[src/rtl/cpu_pkg.sv]
// Shared CPU definitions: datapath widths, register-file sizing, the R15
// side-result index, common typedefs and the ALU ctrl opcode constants.
package cpu_pkg;

  localparam int DATA_W  = 16;  // register / operand width
  localparam int ADDR_W  = 4;   // register address width
  localparam int NREGS   = 16;  // number of registers, equals 2**ADDR_W
  localparam int R15_IDX = 15;  // register receiving the ALU R15 output

  typedef logic [ADDR_W-1:0] reg_addr_t;
  typedef logic [DATA_W-1:0] word_t;
  typedef logic [NREGS-1:0]  reg_mask_t;

  // ALU ctrl opcodes (ALU ctrl input encoding)
  localparam logic [3:0] ALU_ADD = 4'h0;
  localparam logic [3:0] ALU_SUB = 4'h1;
  localparam logic [3:0] ALU_AND = 4'h2;
  localparam logic [3:0] ALU_OR  = 4'h3;
  localparam logic [3:0] ALU_XOR = 4'h4;
  localparam logic [3:0] ALU_SHL = 4'h5;
  localparam logic [3:0] ALU_SHR = 4'h6;
  localparam logic [3:0] ALU_MUL = 4'h7;  // high word goes to R15
  localparam logic [3:0] ALU_DIV = 4'h8;  // remainder goes to R15

  // Register-address compare against the R15 side-result register.
  function automatic logic is_r15(input reg_addr_t addr);
    return addr == reg_addr_t'(R15_IDX);
  endfunction

endpackage

[src/rtl/alu_operand_regfile_scoreboard.sv]
// Per-register busy scoreboard for RAW-hazard stalls.
// Ports:
//   clk, rst                 rising-edge clock, synchronous active-high reset
//   iss_en/iss_addr/iss_r15  issue strobe, destination, "also writes R15"
//   wr_en/wr_addr            general write commit (clears busy)
//   r15_wr_en                R15 side-result commit (clears busy[R15])
//   rd_addr_a/rd_addr_b      read addresses checked for hazards
//   wr_hit_a/wr_hit_b        an active write this cycle targets that read address
//   busy_vec                 bit i = register i has a pending write
//   hazard                   a read targets a busy register not being written now
module alu_operand_regfile_scoreboard
  import cpu_pkg::*;
(
  input  logic      clk,
  input  logic      rst,
  input  logic      iss_en,
  input  reg_addr_t iss_addr,
  input  logic      iss_r15,
  input  logic      wr_en,
  input  reg_addr_t wr_addr,
  input  logic      r15_wr_en,
  input  reg_addr_t rd_addr_a,
  input  reg_addr_t rd_addr_b,
  input  logic      wr_hit_a,
  input  logic      wr_hit_b,
  output reg_mask_t busy_vec,
  output logic      hazard
);

  reg_mask_t r_busy;
  reg_mask_t w_set;
  reg_mask_t w_clr;

  always_comb begin
    w_set = '0;
    w_clr = '0;
    if (iss_en)             w_set[iss_addr] = 1'b1;
    if (iss_en && iss_r15)  w_set[R15_IDX]  = 1'b1;
    if (wr_en)              w_clr[wr_addr]  = 1'b1;
    if (r15_wr_en)          w_clr[R15_IDX]  = 1'b1;
  end

  // Set is applied after clear so a new producer issued in the same cycle
  // that the old one retires keeps the register busy.
  always_ff @(posedge clk) begin
    if (rst) r_busy <= '0;
    else     r_busy <= (r_busy & ~w_clr) | w_set;
  end

  assign busy_vec = r_busy;
  // Uses the registered busy state only, so an issue this cycle is seen next cycle.
  assign hazard = (r_busy[rd_addr_a] & ~wr_hit_a) | (r_busy[rd_addr_b] & ~wr_hit_b);

endmodule

[src/rtl/alu_operand_regfile.sv]
// Operand register file for the 16-bit ALU: 16 x 16-bit registers, two
// combinational read ports with same-cycle write bypass, a general write
// port for ALU res, a dedicated R15 port for the side result, and a busy
// scoreboard for RAW-hazard stalls.
// Ports:
//   clk, rst                    rising-edge clock, synchronous active-high reset
//   rd_addr_a/b, rd_data_a/b    read ports feeding ALU a / b
//   wr_en, wr_addr, wr_data     general write (ALU res)
//   r15_wr_en, r15_data         R15 side-result write
//   iss_en, iss_addr, iss_r15   issue strobe marking destinations busy
//   busy_vec, hazard            scoreboard state and read hazard flag
module alu_operand_regfile
  import cpu_pkg::*;
(
  input  logic      clk,
  input  logic      rst,
  input  reg_addr_t rd_addr_a,
  input  reg_addr_t rd_addr_b,
  output word_t     rd_data_a,
  output word_t     rd_data_b,
  input  logic      wr_en,
  input  reg_addr_t wr_addr,
  input  word_t     wr_data,
  input  logic      r15_wr_en,
  input  word_t     r15_data,
  input  logic      iss_en,
  input  reg_addr_t iss_addr,
  input  logic      iss_r15,
  output reg_mask_t busy_vec,
  output logic      hazard
);

  // NREGS == 2**ADDR_W, so every address selects a real register.
  word_t r_regs [NREGS];

  logic w_wr_hit_a;
  logic w_wr_hit_b;

  // Bypass priority matches storage priority: R15 port beats the general port.
  function automatic word_t read_port(input reg_addr_t addr);
    if (r15_wr_en && is_r15(addr))   return r15_data;
    if (wr_en && (wr_addr == addr))  return wr_data;
    return r_regs[addr];
  endfunction

  always_comb begin
    rd_data_a  = read_port(rd_addr_a);
    rd_data_b  = read_port(rd_addr_b);
    w_wr_hit_a = (wr_en && (wr_addr == rd_addr_a)) || (r15_wr_en && is_r15(rd_addr_a));
    w_wr_hit_b = (wr_en && (wr_addr == rd_addr_b)) || (r15_wr_en && is_r15(rd_addr_b));
  end

  // The R15 assignment comes last so it overrides a general write to R15.
  always_ff @(posedge clk) begin
    if (rst) begin
      for (int i = 0; i < NREGS; i++) r_regs[i] <= '0;
    end else begin
      if (wr_en)     r_regs[wr_addr] <= wr_data;
      if (r15_wr_en) r_regs[R15_IDX] <= r15_data;
    end
  end

  alu_operand_regfile_scoreboard u_scoreboard (
    .clk       (clk),
    .rst       (rst),
    .iss_en    (iss_en),
    .iss_addr  (iss_addr),
    .iss_r15   (iss_r15),
    .wr_en     (wr_en),
    .wr_addr   (wr_addr),
    .r15_wr_en (r15_wr_en),
    .rd_addr_a (rd_addr_a),
    .rd_addr_b (rd_addr_b),
    .wr_hit_a  (w_wr_hit_a),
    .wr_hit_b  (w_wr_hit_b),
    .busy_vec  (busy_vec),
    .hazard    (hazard)
  );

endmodule

[config.mk]
export PLATFORM = sky130hd
export DESIGN_NAME = alu_operand_regfile
export DESIGN_NICKNAME = d
export VERILOG_FILES = /design/src/rtl/cpu_pkg.sv /design/src/rtl/alu_operand_regfile_scoreboard.sv /design/src/rtl/alu_operand_regfile.sv
export SDC_FILE = /design/constraint.sdc
export NUM_CORES = 1
export LEC_CHECK = 0
export CAP_MARGIN = 10
export CORE_UTILIZATION = 48
export CTS_CLUSTER_DIAMETER = 60
export DETAILED_ROUTE_END_ITERATION = 16
export PLACE_DENSITY_LB_ADDON = 0.12
export SETUP_SLACK_MARGIN = 0.1
export SLEW_MARGIN = 20
export SYNTH_ARGS = -nofsm -noshare
export SYNTH_HDL_FRONTEND = slang
export SYNTH_SLANG_ARGS = --single-unit
[constraint.sdc]
create_clock -name clk -period 4.1 [get_ports clk]
set_input_delay 0.82 -clock clk [delete_from_list [all_inputs] [get_ports clk]]
set_output_delay 0.82 -clock clk [all_outputs]
set_load 0.005 [all_outputs]
==> summary.md <==
| Metric | Value |
|---|---|
| Status | finished clean |
| CP most frequent cell | clkdlybuf4s50_1 |
| Worst Setup SP | wr_addr[1] |
| Worst slew pin tran | 0.864 ns |
| Largest area contributor in the netlist | edfxtp_1 |
| Post-synthesis register bit count | 272 |
| Crit-path leading delay family | buffers and inverters |
| Critical path data required time | about 3.3 ns |
| Fin Clk Skew | 0 ns |
| Clock Path Buffers | 3 |
| Ys flop type | edfxtp_1 |
| Worst setup SP type | input port |
| Detail Route Antenna Nets | 0 |
| Io pins | 103 |
| Htree depth | 1 |
| P&R area growth vs syn | 18.1% |
| Final Hold Viols | 0 |
| Crit-path max cell delay | 0.57 ns |
| CTS tree | done |
| Die width | 180 µm |
| PortBufs | 102 |
| Initial Util | 49.3% |
| FP Rows | 64 |
| CTS root buffer | clkbuf_16 |
| CTS buffer count | 30 |
| Initial DRC count | between 1,000 and 1,500 |
| Pint | 5180 µW |
| CTS sink cnt | 272 |
| Synth cell types | between 40 and 50 |
| Remaining DRCs | 0 |
| Vias | between 10,000 and 15,000 |
| Ant. Diodes | 0 |
| Largest net degree at the start of global routing | 33 |
| Synth async-reset ratio | 0% |
| Hold Crit Start | u_scoreboard.busy_vec[15] |
| Mapped Avg Cell Area | 13.5 µm² |
| Setup_tns | 0 ns |
| Combinational share of power | 15.1% |
| Max-slew violations | 0 |
| CP Max Fanout | 32 |
| CP bufs+invs | 3 |
| Filler instances | 2,483 |
| Via density | 6.37 |
| Vias in the first global route | 10,300 |
| Worst slew margin | 42.3% |
| Post-Syn Instances | 1,127 |
| First-pass GRT wire length | 69,100 µm |
| Total GRT Usage | 28.8% |
| Crit path kind | in2out |
| Max Fclk | 256 MHz |
| Leakage | 0.00643 µW |
| Antenna violations before repair | 0 |
| Part of the cycle the worst path needs | 95.4% |
| Routed wire length | 46,600 µm |
| Final #Nets | ~1,300 |
| Psw | 1730 µW |
| Post-Syn Area | 0.0152 mm² |
| DPL Wire Length | 34,900 µm |
| Seq/Total Area, Yosys | 52.5% |
| Sw frac | between 20 and 30% |
| Fraction of layout cells with a size suffix above 1 | between 20 and 25% |
| Setup violators final | 0 |
| Largest cells by area after synthesis | edfxtp_1 (50%), mux4_2 (16%), and2_1 (9.9%), mux2i_1 (4.1%), dfxtp_1 (2.1%) |
| Post-synth EDFFs | 256 |
| Routed WL per cell | 27.9 µm |
| Pwr dens | 384 mW/mm² |
| CTS clk-pin slew, worst paths | about 0.06 ns |
| Die ar. | 0.0325 mm² |
| Cells along the critical path | clkdlybuf4s50_1 -> xor2_1 -> nor3_1 -> nand3_1 -> buf_12 -> and3_1 -> o21ai_1 -> clkdlybuf4s50_1 |
| Die Height | 180 µm |
| Max rail drop VDD | 316 µV |
| Post-Syn Nets | roughly 1,200 |
| Utilization after layout | between 50% and 60% |
| Post-CTS Resized | 0 |
| Reg power frac | 47.9% |
| Clock share of power | a little under two fifths |
| Crit. End Element | primary output |
| Gr ovfl total | 0 |
| Clk Latency, worst-skew pair | 0.54 ns |
| TritonRoute pass-1 iters | 5 |
| Core area | between 0.03 and 0.04 mm² |
| RSZ-0062 raised after global routing | no |
| MaxCap Viol Count | 0 |
| Worst r2r src | u_scoreboard.busy_vec[10] |
| Crit path DAT | 3.09 ns |
| Min-Delay Path Class | reg2reg |
| Post CTS Setup Buffer Count | 0 |
| GP Congestion | just under 1 |
| Yosys warns | 0 |
| Slowest cell on the critical path | clkdlybuf4s50_1 |
| Minimum clock period | slightly below 4 ns |
| Cts hold-fix bufs | 0 |
| Post-synth top area share | between 50% and 60% |
[synth_stat cells, drive strengths merged (10+ instances only)]
cell type and n:
a211oi 16, a21oi 34, a221oi 16, a22o 32, and2 242, and3 17
buf 43, clkbuf 55, dfxtp 16, edfxtp 256, mux2i 62, mux4 106
nand2 49, nand3 10, nor2 23, nor2b 11, o21ai 45, o22ai 46
or2 16
[power groups by stage]
| stage | Combinational (µW) | Sequential [µW] | Clock (µW) |
|---|---|---|---|
| after floorplan | 580 | 3300 | 0 |
| after global placement | 1020 | 3350 | 0 |
| after detailed placement | 1020 | 3360 | 0 |
| after CTS | 1030 | 3300 | 2580 |
| after global routing | 1100 | 3320 | 2680 |
| final | 1040 | 3310 | 2560 |
[tightest hold or removal path, cell delays in order, from the launching register on]
cell	delay [ns]
dfxtp_1	0.34
nand2_1	0.07
a21oi_1	0.05
[logic make-up (layout without fill, tap and decap cells)]
logic type | Yosys count | in the layout | synth area share, %
and+or+nand+nor | 386 | 386 | 14.7
DFF | 272 | 272 | 52.5
AOI/OAI and AO/OA | 194 | 194 | 9.05
muxes | 168 | 168 | 19.8
buffers and inverters | 99 | 246 | 3.48
xor gates and xnor gates | 8 | 8 | 0.460
[state kept, by name, indices dropped and copies added (netlist names)]
name / count
r_regs: 256
u_scoreboard.busy_vec: 16
[final cells by class]
| type | count | area [µm²] | area share (%) |
|---|---|---|---|
| clock buffer | 37 | 777 | 4.32 |
| clock inverter | 15 | 138 | 0.765 |
| inverter | 1 | 3.75 | 0.0209 |
| multi-input combinational | 756 | 6720 | 37.4 |
| sequential | 272 | 8010 | 44.5 |
| tap | 396 | 495 | 2.75 |
| timing repair buffer | 193 | 1850 | 10.3 |
[path summary, 6_finish.rpt]
path,slack (ns),end,cells past startpoint
setup / recovery,0.19,rd_data_b[4],8
hold / removal,0.51,u_scoreboard.busy_vec[15],2
setup reg to reg,3.33,u_scoreboard.busy_vec[10],2
hold reg to reg,0.51,u_scoreboard.busy_vec[15],2
[layout by cell type (no fill, tap or decap), types with 3 or more instances in the layout]
master	n
nand2_1	49
mux2i_1	62
nand2b_1	3
nand3_1	9
nand3b_1	3
and3_1	17
clkbuf_16	30
buf_4	81
a211oi_1	16
o21ai_0	32
nor3b_1	3
xor2_1	6
o21ai_1	11
clkinv_1	5
clkinv_2	5
buf_12	13
a21oi_1	34
dfxtp_1	16
a22o_1	32
clkbuf_1	7
clkdlybuf4s50_1	95
edfxtp_1	256
mux4_2	105
a221oi_2	16
and2_1	242
nor3_1	3
or2_2	16
nor2_1	23
nor2b_1	9
o22ai_1	46
[through the flow]
step / cell area, µm² / setup WS (ns) / hold slack (ns) / total power, µW / instances
CTS: 18000 / 0.145 / 0.506 / 6910 / 1670
detailed placement: 17100 / 0.148 / 0.497 / 4380 / 1618
floorplan: 15200 / 1.12 / 0.467 / 3880 / 1127
finish: 18000 / 0.188 / 0.507 / 6910 / 1670
global placement: 17100 / 0.135 / 0.497 / 4370 / 1618
global route: 18000 / 0.124 / 0.537 / 7100 / 1670
[per-layer routing]
layer | track usage, % | wire length, µm | up-vias | part of all wire [%]
met3 | 7.96 | 5280 | 57 | 11
met4 | 6.22 | 879 | 0 | 1.9
met2 | 42.7 | 20400 | 599 | 44
met5 | 0 | 0 | - | 0
met1 | 42.2 | 20000 | 5387 | 43
li1 | - | - | 4598 | -
Power figures use the tool's default switching activity.
